File: config.mk
export PLATFORM = sky130hd
export DESIGN_NAME = reg_arbiter
export DESIGN_NICKNAME = d
export VERILOG_FILES = /design/src/rtl/reg_arbiter.sv
export SDC_FILE = /design/constraint.sdc
export NUM_CORES = 1
export LEC_CHECK = 0
export CAP_MARGIN = 25
export CORE_MARGIN = 3
export CORE_UTILIZATION = 40
export DETAILED_ROUTE_END_ITERATION = 8
export PLACE_DENSITY_LB_ADDON = 0.25
export SYNTH_ARGS = -nofsm -noshare
export SYNTH_HDL_FRONTEND = slang
export SYNTH_SLANG_ARGS = --single-unit
export TNS_END_PERCENT = 10
File: constraint.sdc
create_clock -name clk -period 1.8 [get_ports clk]
set_input_delay 0.18 -clock clk [delete_from_list [all_inputs] [get_ports clk]]
set_output_delay 0.18 -clock clk [all_outputs]
set_load 0.01 [all_outputs]
File: src/rtl/reg_arbiter.sv
// -----------------------------------------------------------------------------
// reg_arbiter
//
// Two-requester round-robin arbiter placed in front of the shared 2-bit
// registered datapath. It grants the datapath to one requester at a time for
// at most HOLD consecutive cycles and steers that requester's operands onto
// the datapath a/b inputs.
//
// Ports:
//   clk          rising-edge clock
//   rst          synchronous active-high reset (dominates all requests)
//   req0, req1   requester 0 / 1 wants the datapath
//   a0, b0       requester 0 operands
//   a1, b1       requester 1 operands
//   gnt[1:0]     one-hot registered grant (bit0 = requester 0, bit1 = req 1)
//   a_out, b_out steered operands for the datapath a/b inputs
//   busy         high whenever gnt is non-zero
//
// Handshake: a requester holds reqN high for as long as it wants the
// datapath. gntN (registered) says its operands are on a_out/b_out in that
// cycle; the datapath samples them on the following posedge. Dropping reqN
// releases the grant on the next edge.
//
// The FSM state is encoded so that it *is* the grant vector; gnt exposes the
// state directly.
// -----------------------------------------------------------------------------
module reg_arbiter #(
  parameter int unsigned HOLD = 2  // max consecutive grant cycles, 1..15
) (
  input  logic       clk,
  input  logic       rst,
  input  logic       req0,
  input  logic       req1,
  input  logic       a0,
  input  logic       b0,
  input  logic       a1,
  input  logic       b1,
  output logic [1:0] gnt,
  output logic       a_out,
  output logic       b_out,
  output logic       busy
);

  typedef enum logic [1:0] {
    IDLE = 2'b00,
    G0   = 2'b01,
    G1   = 2'b10
  } state_t;

  localparam logic [3:0] RELOAD = 4'(HOLD - 1);

  state_t     state, state_next;
  logic [3:0] hold_cnt, hold_cnt_next;
  logic       last, last_next;   // id of the most recent grantee
  logic       cnt_zero;

  assign cnt_zero = (hold_cnt == 4'd0);

  always_ff @(posedge clk) begin
    if (rst) begin
      state    <= IDLE;
      hold_cnt <= 4'd0;
      last     <= 1'b1;          // requester 0 wins the first tie
    end else begin
      state    <= state_next;
      hold_cnt <= hold_cnt_next;
      last     <= last_next;
    end
  end

  always_comb begin
    state_next    = state;
    hold_cnt_next = hold_cnt;
    last_next     = last;

    case (state)
      IDLE: begin
        if (req0 && req1) begin
          // Tie: grant whoever did not have it most recently.
          state_next = last ? G0 : G1;
          last_next  = ~last;
          hold_cnt_next = RELOAD;
        end else if (req0) begin
          state_next    = G0;
          last_next     = 1'b0;
          hold_cnt_next = RELOAD;
        end else if (req1) begin
          state_next    = G1;
          last_next     = 1'b1;
          hold_cnt_next = RELOAD;
        end
      end

      G0: begin
        hold_cnt_next = cnt_zero ? 4'd0 : hold_cnt - 4'd1;
        // Tenure ends when the owner lets go or its budget is used up.
        if (!req0 || cnt_zero) begin
          if (req1) begin
            state_next    = G1;
            last_next     = 1'b1;
            hold_cnt_next = RELOAD;
          end else if (req0) begin
            state_next    = G0;
            last_next     = 1'b0;
            hold_cnt_next = RELOAD;
          end else begin
            state_next = IDLE;
          end
        end
      end

      G1: begin
        hold_cnt_next = cnt_zero ? 4'd0 : hold_cnt - 4'd1;
        if (!req1 || cnt_zero) begin
          if (req0) begin
            state_next    = G0;
            last_next     = 1'b0;
            hold_cnt_next = RELOAD;
          end else if (req1) begin
            state_next    = G1;
            last_next     = 1'b1;
            hold_cnt_next = RELOAD;
          end else begin
            state_next = IDLE;
          end
        end
      end

      default: begin
        state_next = IDLE;
      end
    endcase
  end

  assign gnt  = state;
  assign busy = |state;

  // Operand steering follows the registered grant, so operands appear in the
  // same cycle the grant does.
  always_comb begin
    a_out = 1'b0;
    b_out = 1'b0;
    case (state)
      G0: begin
        a_out = a0;
        b_out = b0;
      end
      G1: begin
        a_out = a1;
        b_out = b1;
      end
      default: begin
        a_out = 1'b0;
        b_out = 1'b0;
      end
    endcase
  end

endmodule

==> impl_metrics.csv, run 1 <==
group,metric,value,unit
cts,numCtsBuffers,3,
power,p_sw,381.4,uW
yosys,netlist_top_cells_area,"dfxtp_1 22%, ha_1 12%, a22oi_1 5.9%",
floorplan,initial_core_util,45.80,%
power,seq_power_share,23.2,%
cts,numClockSinks,7,
yosys,ys_seq_area_share,21.87,%
layout,drive_gt1_share,20.00,%
layout,fillers,119,
cts,cts_tree,"done",
setup_path,reg2reg_from,"hold_cnt[0]",
power,p_per_area,1116,nW/um^2
setup_path,critPathKind,"reg -> reg",
hold_path,hp-class,"reg -> reg",
power,vdd_drop_max,669.2,uV
power,p_comb_share,62.5,%
cts,cts_hold_buf,0,
setup_path,rrSetupSlack,0.10,ns
setup_path,endpoint_kind,"flip-flop",
yosys,ys_ff_latch,7,
layout,post-route-util,63.60,%
yosys,yosys.area.top_type,"dfxtp_1",
grt,grt_overflow_total,0,
yosys,synthFlopType,"dfxtp_1",
hold_path,whs_path_depth,1,
cts,ctsHtreeMaxLevel,1,
timing,setup_viol,0,
setup_path,cpPeakStageDelay,0.42,ns
layout,nNetsFinal,110,
power,switching_share,38.43,%
grt,grt_pass1_vias,596,
grt,grtUsageTotal,16.88,%
setup_path,slowest_stage,"or3b_4",
timing,skew,0.0006746,ns
hold_path,holdPathEnd,"hold_cnt[1]",
floorplan,die_y,46.02,um
route,route.detailed.wl_per_inst,13.46,um
yosys,ys_types,33,
route,drc,0,
timing,slew-limit-headroom,72.64,%
cts,clk_latency,0.25,ns
timing,rsz0062_at_grt,"true",
setup_path,crit_path_start_kind,"flip-flop",
route,vias,636,
timing,hold_viol,0,
yosys,yosysWarningCount,0,
yosys,synthCells,76,
setup_path,rr_worst_depth,6,
setup_path,r2r-end,"last",
cts,clk_pin_slew,0.05,ns
power,p_total,992.4,uW
setup_path,cpLargestDelayFamily,"compound AO/OA/AOI/OAI gates",
grt,antenna_found_initial,0,
setup_path,crit_arrival,1.84,ns
setup_path,worstPathRequired,1.94,ns
cts,cts_setup_buffers,0,
timing,fin_crit_sh,94.22,%
setup_path,crit_buf_inv,1,
setup_path,crit_path_max_fanout,3,
power,p_leak,0.4006,nW
job,maxCapViolations,0,
route,first_pass_iters,4,
timing,max_freq,0.5896,GHz
route,drt_iter0_drc,15,
power,internal-power,611.0,uW
hold_path,min-delay-start,"hold_cnt[1]",
route,drt-vias-per-instance,5.782,
floorplan,dieArea,2118,um^2
yosys,ys_top_cells_by_count,"7 x dfxtp_1, 7 x inv_1, 6 x ha_1, 5 x a22oi_1, 5 x nand2_1",
timing,post-route-min-period,1.696,ns
setup_path,crit_chain,"inv_1 > ha_1 > or3b_4 > a31oi_4 > a21boi_1 > a311o_1",
yosys,avgSynthCellArea,8.429,um^2
timing,slew_viol_final,0,
layout,area_growth,38.87,%
status,status,"finished clean",
yosys,synth_edf_count,0,
yosys,netlist_area,640.6,um^2
floorplan,num_rows,13,
timing,tightest_slew,0.4053,ns
placed_design,dp_hpwl,1.127,mm
route,antenna_left,0,
cts,clock_tree.root_cell,"clkbuf_4",
placed_design,routabilityCongestion,0.7589,
layout,antenna-diode-count,0,
placed_design,numPortBuffers,12,
yosys,async_reset_ff_share,0,%
grt,grt_max_degree,10,
floorplan,die_w,46.02,um
cts,clock_path_buffers,2,
floorplan,io_pins,13,
yosys,yosysTopAreaCellShare,21.87,%
floorplan,core,1399,um^2
yosys,synth_fp_nets,90,
power,power.share.clock,14.3,%
grt,grt_pass1_wl,2.580,mm
route,wl,1.481,mm
worst max-delay path by stage:
stage / depth (start not counted) / end / start / slack [ns]
finish: 6 / last / hold_cnt[0] / 0.10
CTS: 5 / a_out / gnt[1] / -0.13
global placement: 5 / hold_cnt[3] / req1 / 0.004
global route: 6 / hold_cnt[1] / hold_cnt[1] / -0.03
detailed placement: 6 / hold_cnt[1] / req0 / -0.0005
floorplan: 7 / gnt[0] / gnt[0] / 0.15
kinds of logic after synthesis:
| kind of cell | after synthesis | share of synthesized area (%) |
|---|---|---|
| compound gates | 27 | 33.21 |
| xor+xnor | 2 | 2.735 |
| fa+ha+maj | 6 | 11.72 |
| buf+inv | 12 | 7.811 |
| flops | 7 | 21.87 |
| mux | 1 | 1.563 |
| simple gates | 21 | 21.09 |
flip-flops by register name (all words and copies together), names as in the netlist:
name and flops:
gnt 2, last 1, hold_cnt 4
layout make-up:
class,instances,area (um^2),share of cell area (%)
Sequential cell,7,142.6,16.03
Timing Repair Buffer,20,187.7,21.10
Tap cell,15,18.77,2.110
Inverter,7,26.28,2.954
Multi-Input combinational cell,57,488.0,54.85
Clock buffer,4,26.28,2.954
through the flow:
| stage | hold WS, ns | area (um^2) | setup TNS (ns) | cells | setup slack (ns) |
|---|---|---|---|---|---|
| 2_1_floorplan | 0.2491 | 640.6 | 0 | 76 | 0.1504 |
| 3_3_place_gp | 0.5053 | 815.8 | 0 | 106 | 0.004353 |
| 3_5_place_dp | 0.5129 | 815.8 | -0.0004511 | 106 | -0.0004511 |
| 4_1_cts | 0.5257 | 859.6 | -0.2496 | 110 | -0.1322 |
| 5_1_grt | 0.5595 | 889.6 | -0.03112 | 110 | -0.02740 |
| 6_report | 0.5261 | 889.6 | 0 | 110 | 0.1040 |
placed cells by master, fill, tap and decap left out, types with 2 or more instances in the layout:
master	synthesis	routed
nand2_1	5	5
inv_1	7	7
xor2_1	2	2
nor2b_1	2	2
nor3b_1	2	2
a22oi_1	5	5
o21ai_0	4	4
clkdlybuf4s50_1	0	9
and2_1	2	2
buf_4	0	8
nand3b_1	2	2
o21bai_1	3	3
o311ai_0	2	2
ha_1	6	3
dlymetal6s2s_1	0	3
nor2_1	2	2
clkbuf_4	0	3
nand2b_1	2	2
dfxtp_1	7	5
ha_4	0	3
dfxtp_2	0	2
a21oi_1	3	3
o41ai_1	2	2
per-layer routing:
layer / part of all wire [%] / up-vias / track usage [%]
li1: - / 321 / -
met1: 47 / 300 / 22.66
met2: 47 / 15 / 25.00
met3: 5.9 / 0 / 7.115
met4: 0 / 0 / 3.409
met5: 0 / - / 0
power groups by stage:
stage	clock, mW	combinational, mW	sequential, mW
global route	0.161	0.689	0.235
CTS	0.148	0.609	0.222
finish	0.142	0.621	0.230
detailed placement	0	0.578	0.224
global placement	0	0.569	0.224
floorplan	0	0.383	0.228
repair_timing:
item / in CTS / in global routing
pin swaps: 0 / 1
setup endpoints to repair: 2 / 5
gates resized for setup: 3 / 7
No activity file was read; power rests on OpenSTA's default activity.
==> run 2, diff against run 1 <==
Settings changed: PLACE_DENSITY set to 0.7, PLACE_DENSITY_LB_ADDON 0.25 to unset.
Clock period 1.8 ns to 1.74 ns, I/O delays scaled along.
==> run 2 against run 1 <==
Final area up 3.2%. Global-route usage up 4.2 points. Routed wire length up 14%. Cell count up 2.7%. Die area unchanged. Via count up 0.79%. Power up 8.8%. Hold slack worse by 0.024 ns.
==> impl_metrics.csv, run 2 (synthesis results as in run 1) <==
group,metric,value,unit
timing,setup_viol,0,
placed_design,numPortBuffers,12,
timing,tightest_slew,0.4674,ns
timing,slew-limit-headroom,68.44,%
floorplan,initial_core_util,45.80,%
layout,fillers,128,
layout,post-route-util,65.65,%
job,maxCapViolations,0,
timing,post-route-min-period,1.700,ns
layout,layout_common_cells,"11 x buf_4, 9 x clkdlybuf4s50_1, 6 x inv_1, 5 x a22oi_1, 5 x nand2_1",
cts,clk_latency,0.27,ns
power,p_sw,431.7,uW
setup_path,critPathKind,"reg -> reg",
cts,ctsHtreeMaxLevel,1,
status,status,"finished clean",
route,vias,641,
layout,largest-register,"hold_cnt",
route,route.detailed.wl_per_inst,14.92,um
layout,nNetsFinal,113,
grt,grt_pass1_wl,3.070,mm
cts,clock_path_buffers,2,
cts,numClockSinks,7,
setup_path,crit_path_start_kind,"flip-flop",
timing,max_freq,0.5884,GHz
grt,antenna_found_initial,0,
route,first_pass_iters,4,
power,vdd_drop_max,808.1,uV
floorplan,die_w,46.02,um
hold_path,hp-class,"reg -> reg",
route,wl,1.686,mm
setup_path,crit_path_max_fanout,4,
grt,grt_pass1_vias,641,
layout,largest_register_ff_count,4,
route,drt-vias-per-instance,5.673,
cts,cts_tree,"done",
cts,clock_tree.root_cell,"clkbuf_4",
setup_path,endpoint_kind,"flip-flop",
power,switching_share,39.98,%
layout,antenna-diode-count,0,
cts,numCtsBuffers,3,
route,drc,0,
placed_design,dp_hpwl,1.281,mm
power,power.share.clock,14.7,%
power,internal-power,648.2,uW
floorplan,num_rows,13,
timing,hold_viol,0,
cts,clk_pin_slew,0.06,ns
setup_path,worstPathRequired,1.90,ns
route,drt_iter0_drc,17,
power,p_comb_share,62.2,%
power,seq_power_share,23.1,%
floorplan,dieArea,2118,um^2
power,p_leak,0.3858,nW
floorplan,die_y,46.02,um
timing,fin_crit_sh,97.68,%
layout,final_common_cell,"buf_4",
timing,slew_viol_final,0,
timing,hold_slack,0.5024,ns
timing,skew,0.007394,ns
power,p_per_area,1176,nW/um^2
grt,grtUsageTotal,21.04,%
route,antenna_left,0,
grt,grt_max_degree,10,
layout,area_growth,43.36,%
layout,drive_gt1_share,26.53,%
grt,grt_overflow_total,0,
setup_path,crit_arrival,1.86,ns
cts,cts_setup_buffers,0,
floorplan,core,1399,um^2
placed_design,routabilityCongestion,0.7714,
timing,rsz0062_at_grt,"true",
floorplan,io_pins,13,
run 2: timing repair:
item / 4_1_cts / 5_1_grt
hold buffers: 0 / 0
pin swaps: 0 / 1
gates resized for setup: 10 / 7
endpoints found under the setup margin: 4 / 7
run 2: per-stage QoR:
step,instances,power (mW),worst slack [ns],instance area [um^2],setup TNS (ns)
final,113,1.080,0.04038,918.4,0
after global routing,113,1.179,-0.02405,918.4,-0.02405
after global placement,109,0.8365,0.01456,838.3,0
after CTS,113,1.064,0.003791,900.9,0
after detailed placement,109,0.8539,-0.03987,838.3,-0.1023
after floorplan,76,0.6320,0.09036,640.6,0
run 2: final timing paths:
| check | end | slack [ns] | depth (start not counted) | startpoint |
|---|---|---|---|---|
| setup reg to reg | last | 0.04 | 6 | hold_cnt[0] |
| setup / recovery | last | 0.04 | 6 | hold_cnt[0] |
| hold / removal | hold_cnt[0] | 0.50 | 2 | hold_cnt[0] |
| hold reg to reg | hold_cnt[0] | 0.50 | 2 | hold_cnt[0] |
run 2: layout make-up:
| type | count | area, um^2 | share of cell area (%) |
|---|---|---|---|
| tap | 15 | 18.77 | 2.044 |
| multi-input combinational | 57 | 501.7 | 54.63 |
| sequential | 7 | 146.4 | 15.94 |
| inverter | 7 | 26.28 | 2.861 |
| timing repair buffer | 23 | 198.9 | 21.66 |
| clock buffer | 4 | 26.28 | 2.861 |
run 2: routing by layer:
| layer | share of wire (%) | GRT usage [%] | vias to the layer above |
|---|---|---|---|
| li1 | - | - | 323 |
| met1 | 47 | 28.34 | 296 |
| met2 | 45 | 28.57 | 16 |
| met3 | 4.9 | 5.929 | 6 |
| met4 | 2.8 | 13.64 | 0 |
| met5 | 0 | 0 | - |
run 2: power groups by stage:
stage / combinational [mW] / sequential (mW) / clock (mW)
final: 0.672 / 0.249 / 0.159
after global routing: 0.748 / 0.259 / 0.172
after CTS: 0.652 / 0.245 / 0.167
after detailed placement: 0.614 / 0.240 / 0
after global placement: 0.598 / 0.238 / 0
after floorplan: 0.396 / 0.236 / 0
run 2: worst max-delay path, cell delays in order (launching register included):
cell and delay (ns):
dfxtp_2 0.33, inv_1 0.07, ha_1 0.17, or3b_4 0.42, a31oi_4 0.20, a21boi_1 0.08, a311o_1 0.32
